[src/rtl/pipe_pkg.sv]
// Shared pipeline definitions: control-bundle layout, ALU encodings and
// the all-zero BUBBLE control word used when a slot must not commit.
package pipe_pkg;

    localparam int ALUC_W = 3;
    localparam int CTRL_W = 6 + ALUC_W;

    localparam logic [ALUC_W-1:0] ALU_ADD = 3'b000;
    localparam logic [ALUC_W-1:0] ALU_SUB = 3'b001;
    localparam logic [ALUC_W-1:0] ALU_AND = 3'b010;
    localparam logic [ALUC_W-1:0] ALU_OR  = 3'b011;
    localparam logic [ALUC_W-1:0] ALU_SLT = 3'b101;

    typedef struct packed {
        logic              regwrite;
        logic              alusrc;
        logic              memwrite;
        logic              memread;
        logic              resultsrc;
        logic              branch;
        logic [ALUC_W-1:0] alucontrol;
    } ctrl_t;

    localparam ctrl_t BUBBLE = '0;

endpackage

[src/rtl/hazard_detect.sv]
// Combinational load-use detector.
// Ports: valid_d/valid_e slot valids, memread_e, rd_e, rs1_d, rs2_d -> lu.
module hazard_detect #(
    parameter int REGW = 5
) (
    input  logic            valid_d,
    input  logic            valid_e,
    input  logic            memread_e,
    input  logic [REGW-1:0] rd_e,
    input  logic [REGW-1:0] rs1_d,
    input  logic [REGW-1:0] rs2_d,
    output logic            lu
);

    // rs2 is compared even for formats that do not read it (conservative).
    assign lu = valid_d & valid_e & memread_e
              & (rd_e != '0)
              & ((rd_e == rs1_d) | (rd_e == rs2_d));

endmodule

[src/rtl/id_ex_pipe_reg.sv]
// ID/EX pipeline register with load-use bubble, flush and hold.
// Ports: D-stage bundle in, E-stage bundle out, PCSrcE/HoldE, StallD;
// stall_cnt/flush_cnt only exist when PERF_CNT_EN is defined.
module id_ex_pipe_reg
    import pipe_pkg::*;
#(
    parameter int XLEN = 32,
    parameter int REGW = 5
) (
    input  logic              clk,
    input  logic              rst,
    input  logic              ValidD,
    input  logic              RegWriteD,
    input  logic              ALUSrcD,
    input  logic              MemWriteD,
    input  logic              MemReadD,
    input  logic              ResultSrcD,
    input  logic              BranchD,
    input  logic [ALUC_W-1:0] ALUControlD,
    input  logic [XLEN-1:0]   RD1D,
    input  logic [XLEN-1:0]   RD2D,
    input  logic [XLEN-1:0]   ImmExtD,
    input  logic [XLEN-1:0]   PCD,
    input  logic [REGW-1:0]   Rs1D,
    input  logic [REGW-1:0]   Rs2D,
    input  logic [REGW-1:0]   RdD,
    input  logic              PCSrcE,
    input  logic              HoldE,
    output logic              ValidE,
    output logic              RegWriteE,
    output logic              ALUSrcE,
    output logic              MemWriteE,
    output logic              MemReadE,
    output logic              ResultSrcE,
    output logic              BranchE,
    output logic [ALUC_W-1:0] ALUControlE,
    output logic [XLEN-1:0]   RD1E,
    output logic [XLEN-1:0]   RD2E,
    output logic [XLEN-1:0]   ImmExtE,
    output logic [XLEN-1:0]   PCE,
    output logic [REGW-1:0]   Rs1E,
    output logic [REGW-1:0]   Rs2E,
    output logic [REGW-1:0]   RdE,
`ifdef PERF_CNT_EN
    output logic [31:0]       stall_cnt,
    output logic [31:0]       flush_cnt,
`endif
    output logic              StallD
);

    ctrl_t           ctrl_d;
    ctrl_t           ctrl_e;
    logic            valid_e;
    logic [XLEN-1:0] rd1_e, rd2_e, imm_e, pc_e;
    logic [REGW-1:0] rs1_e, rs2_e, rd_e;
    logic            lu;
    logic            bubble;

    assign ctrl_d = '{
        regwrite:   RegWriteD,
        alusrc:     ALUSrcD,
        memwrite:   MemWriteD,
        memread:    MemReadD,
        resultsrc:  ResultSrcD,
        branch:     BranchD,
        alucontrol: ALUControlD
    };

    hazard_detect #(.REGW(REGW)) u_hz (
        .valid_d   (ValidD),
        .valid_e   (valid_e),
        .memread_e (ctrl_e.memread),
        .rd_e      (rd_e),
        .rs1_d     (Rs1D),
        .rs2_d     (Rs2D),
        .lu        (lu)
    );

    // A flush kills the stalled D instruction, so it need not be held.
    assign StallD = HoldE | (lu & ~PCSrcE);
    assign bubble = PCSrcE | lu;

    always_ff @(posedge clk) begin
        if (rst) begin
            valid_e <= 1'b0;
            ctrl_e  <= BUBBLE;
            rd1_e   <= '0;
            rd2_e   <= '0;
            imm_e   <= '0;
            pc_e    <= '0;
            rs1_e   <= '0;
            rs2_e   <= '0;
            rd_e    <= '0;
        end else if (!HoldE) begin
            if (bubble) begin
                valid_e <= 1'b0;
                ctrl_e  <= BUBBLE;
                rd1_e   <= '0;
                rd2_e   <= '0;
                imm_e   <= '0;
                pc_e    <= '0;
                rs1_e   <= '0;
                rs2_e   <= '0;
                rd_e    <= '0;
            end else begin
                valid_e <= ValidD;
                // An empty slot carries data but must never commit.
                ctrl_e  <= ValidD ? ctrl_d : BUBBLE;
                rd1_e   <= RD1D;
                rd2_e   <= RD2D;
                imm_e   <= ImmExtD;
                pc_e    <= PCD;
                rs1_e   <= Rs1D;
                rs2_e   <= Rs2D;
                rd_e    <= RdD;
            end
        end
    end

`ifdef PERF_CNT_EN
    always_ff @(posedge clk) begin
        if (rst) begin
            stall_cnt <= '0;
            flush_cnt <= '0;
        end else if (!HoldE) begin
            if (PCSrcE) begin
                flush_cnt <= flush_cnt + 32'd1;
            end else if (lu) begin
                stall_cnt <= stall_cnt + 32'd1;
            end
        end
    end
`endif

    assign ValidE      = valid_e;
    assign RegWriteE   = ctrl_e.regwrite;
    assign ALUSrcE     = ctrl_e.alusrc;
    assign MemWriteE   = ctrl_e.memwrite;
    assign MemReadE    = ctrl_e.memread;
    assign ResultSrcE  = ctrl_e.resultsrc;
    assign BranchE     = ctrl_e.branch;
    assign ALUControlE = ctrl_e.alucontrol;
    assign RD1E        = rd1_e;
    assign RD2E        = rd2_e;
    assign ImmExtE     = imm_e;
    assign PCE         = pc_e;
    assign Rs1E        = rs1_e;
    assign Rs2E        = rs2_e;
    assign RdE         = rd_e;

endmodule
[config.mk]
export PLATFORM = sky130hd
export DESIGN_NAME = id_ex_pipe_reg
export DESIGN_NICKNAME = d
export VERILOG_FILES = /design/src/rtl/pipe_pkg.sv /design/src/rtl/hazard_detect.sv /design/src/rtl/id_ex_pipe_reg.sv
export SDC_FILE = /design/constraint.sdc
export NUM_CORES = 1
export LEC_CHECK = 0
export ABC_AREA = 0
export CORE_ASPECT_RATIO = 1.75
export CORE_UTILIZATION = 42
export DETAILED_ROUTE_END_ITERATION = 6
export PLACE_DENSITY_LB_ADDON = 0.15
export SLEW_MARGIN = 15
export SYNTH_ARGS = -nofsm -noshare
export SYNTH_HDL_FRONTEND = slang
export SYNTH_SLANG_ARGS = --single-unit
export TNS_END_PERCENT = 50
[constraint.sdc]
create_clock -name clk -period 1.9 [get_ports clk]
set_clock_uncertainty 0.1 [all_clocks]
set_input_delay 0.285 -clock clk [delete_from_list [all_inputs] [get_ports clk]]
set_output_delay 0.285 -clock clk [all_outputs]
set_load 0.03 [all_outputs]
==> flow_metrics.py <==
metrics = {
    "outcome": {
        "status": "finished, violations left",
        "violations": "negative setup slack",
    },
    "place": {
        "dp_cells": 1170,
        "dp_hpwl_mm": 13.64,
        "placed_cell_area_mm2": 0.01020,
        "io_buffers": 310,
        "gp_congestion": 0.7743,
    },
    "route": {
        "routed_wl_mm": 22.86,
        "dr.pass1.iters": 5,
        "vias": 6711,
        "ant_nets": 0,
        "drtIter0Drc": 257,
        "viasPerCell": 5.469,
        "drc_errors": 0,
        "wl_per_cell_um": 18.63,
    },
    "sta": {
        "worstMarginPinSlew_ns": 0.5777,
        "finalHoldViolCount": 0,
        "period_minus_slack_ns": 2.232,
        "min_period_over_period_pct": 117.5,
        "maxSlewViolCount": 0,
        "rsz0062_at_grt": "yes",
        "fmax_mhz": 448.0,
        "maxSlewHeadroom_pct": 61.49,
        "setup_violations": 145,
        "timing.hold.ws_ns": 0.2061,
        "setup_slack_ns": -0.3320,
    },
    "final_layout": {
        "final_cells": 1227,
        "antenna_cells": 0,
        "drive_gt1_share_pct": 21.52,
        "final_nets": 1186,
        "final_core_util_pct": 75.93,
        "area_delta_synth_final_pct": 75.88,
        "postLayoutCellArea_mm2": 0.01174,
    },
    "synth": {
        "syn_area_mm2": 0.006676,
        "syn-num-nets": 874,
        "ys.flop_type": "dfxtp_1",
        "synth_edf_count": 0,
        "synthArstFlopShare_pct": 0,
        "syn_avg_cell_area_um2": 9.312,
        "yosys.area.top_type": "dfxtp_1",
        "synth_seq_cells": 153,
        "ys_seq_area_share_pct": 45.88,
        "synth_cells": 717,
        "synth.top_cell.area_share_pct": 45.88,
        "synth_common_cells": "153 x dfxtp_1, 153 x nand2_1, 133 x nand3b_1",
        "synth.distinct_cells": 22,
        "synth_warnings": 0,
        "synth_area_leaders": "dfxtp_1 46%, nand3b_1 15%, o22ai_2 13%, nand2_1 8.6%, o22ai_1 6.8%",
    },
    "global_route": {
        "grt_usage_pct": 26.03,
        "antenna_found_initial": 0,
        "grt_pass1_wl_mm": 33.87,
        "grt_overflow": 0,
        "grt_pass1_vias": 6359,
        "grt_max_degree": 112,
    },
    "floorplan": {
        "die_height_um": 168.8,
        "num_rows": 60,
        "die_width_um": 97.31,
        "start_util_pct": 43.17,
        "coreArea_mm2": 0.01546,
        "ios": 311,
        "die-area_mm2": 0.01642,
    },
    "worst_setup_path": {
        "reg2reg_depth": 10,
        "crit_path_max_fanout": 2,
        "regToRegSetupSlack_ns": -0.24,
        "reg2reg_to": "ImmExtE[2]",
        "r2r-start": "RdE[0]",
        "startpoint_type": "register",
        "end_kind": "output pin",
        "worstPathRequired_ns": 1.51,
        "path_class": "register to output pin",
        "cp_data_arrival_time_ns": 1.85,
    },
    "clock_tree": {
        "hold_buffers": 0,
        "cts_root_buffer": "clkbuf_16",
        "clockBufferDepth": 2,
        "cts_tree": "built",
        "htreeDepth": 4,
        "path_clk_slew_ns": 0.06,
        "clk_latency_ns": 0.41,
        "cts.sinks": 153,
        "cts_buffers": 17,
    },
    "min_path": {
        "holdPathStages": 2,
        "hold_path_startpoint": "rst",
        "hold_end": "BranchE",
        "hp-class": "input port to register",
    },
    "power": {
        "ir_worst_vdd_mv": 0.5470,
        "leakagePower_uw": 0.004112,
        "power_density_mw_per_mm2": 722.2,
    },
    "run": {
        "max_cap_viol_count": 0,
    },
}
## through the flow
stage	setup TNS, ns	total power [µW]	worst slack (ns)
floorplan	0	4116	0.02959
global placement	-40.77	4834	-0.3263
detailed placement	-38.40	4846	-0.3259
CTS	-32.70	8502	-0.3530
global route	-27.05	8758	-0.3726
finish	-17.55	8480	-0.3320
## metal layers
layer	wire length, µm	GRT usage, %	share of wire [%]	vias to the layer above
li1	-	-	-	3195
met1	8737	28.99	38	3174
met2	11730	46.51	51	283
met3	1351	5.739	5.9	59
met4	1040	12.85	4.5	0
met5	0	0	0	-
## cells by family after synthesis
logic type                share of synthesized area (%)
xor gates and xnor gates                          1.312
and+or+nand+nor                                   24.98
AOI/OAI and AO/OA                                 22.25
DFF                                               45.88
buffers and inverters                             5.585
## area by class of cell
cell class                      count  area, µm²
Inverter                            1      3.754
Sequential cell                   153       3068
Tap cell                          186      232.7
Multi-Input combinational cell    481       3610
Clock buffer                       19      442.9
Fill cell                        1082       3722
Timing Repair Buffer              375       4197
Clock inverter                     12      188.9
## critical path, stage by stage (launching register included)
cell and delay (ns):
dfxtp_2 0.34, or4_4 0.53, o2111ai_2 0.21, buf_6 0.14, o31ai_4 0.06, buf_6 0.16
## state kept, by name (all words and copies together) (netlist names)
register	cells
RD1E	32
Rs1E	5
MemWriteE	1
ImmExtE	32
RegWriteE	1
ALUControlE	3
RD2E	32
Rs2E	5
PCE	32
RdE	5
MemReadE	1
ALUSrcE	1
ResultSrcE	1
ValidE	1
BranchE	1
## cell usage in the layout (no fill, tap or decap), types with 4 or more instances in the layout
cell type / count
clkdlybuf4s50_1: 298
nand2_1: 153
dfxtp_1: 149
nand3b_1: 133
o22ai_2: 104
o22ai_1: 32
buf_12: 22
clkbuf_16: 20
buf_4: 19
buf_16: 11
buf_6: 11
nand3_1: 10
a21oi_1: 10
o211ai_1: 9
xor2_1: 8
o22ai_4: 7
dfxtp_2: 4
bufinv_16: 4
dlymetal6s2s_1: 4
dlygate4sd2_1: 4
## worst max-delay path by stage
stage / startpoint / endpoint / slack [ns] / cells after the start
5_1_grt: RdE[0] / StallD / -0.37 / 6
4_1_cts: RdE[0] / StallD / -0.35 / 5
6_report: RdE[0] / StallD / -0.33 / 5
3_3_place_gp: Rs2D[0] / PCE[14] / -0.33 / 9
3_5_place_dp: Rs1D[2] / PCE[25] / -0.33 / 9
2_1_floorplan: RdE[0] / StallD / 0.03 / 4
## report_power, final
group          switching [µW]  internal [µW]  leakage, µW
clock network            1390           2250     0.000299
registers                66.5           3330      0.00125
logic                     708            727      0.00256
total                    2170           6310      0.00411
## what timing repair did
action / 4_1_cts / 5_1_grt
gates cloned: 12 / 3
setup endpoints to repair: 138 / 157
buffers inserted: 9 / 7
resized for setup: 31 / 70
pin swaps: 5 / 13
endpoints found under the hold margin: 0 / 0
No activity file was read; power rests on OpenSTA's default activity.
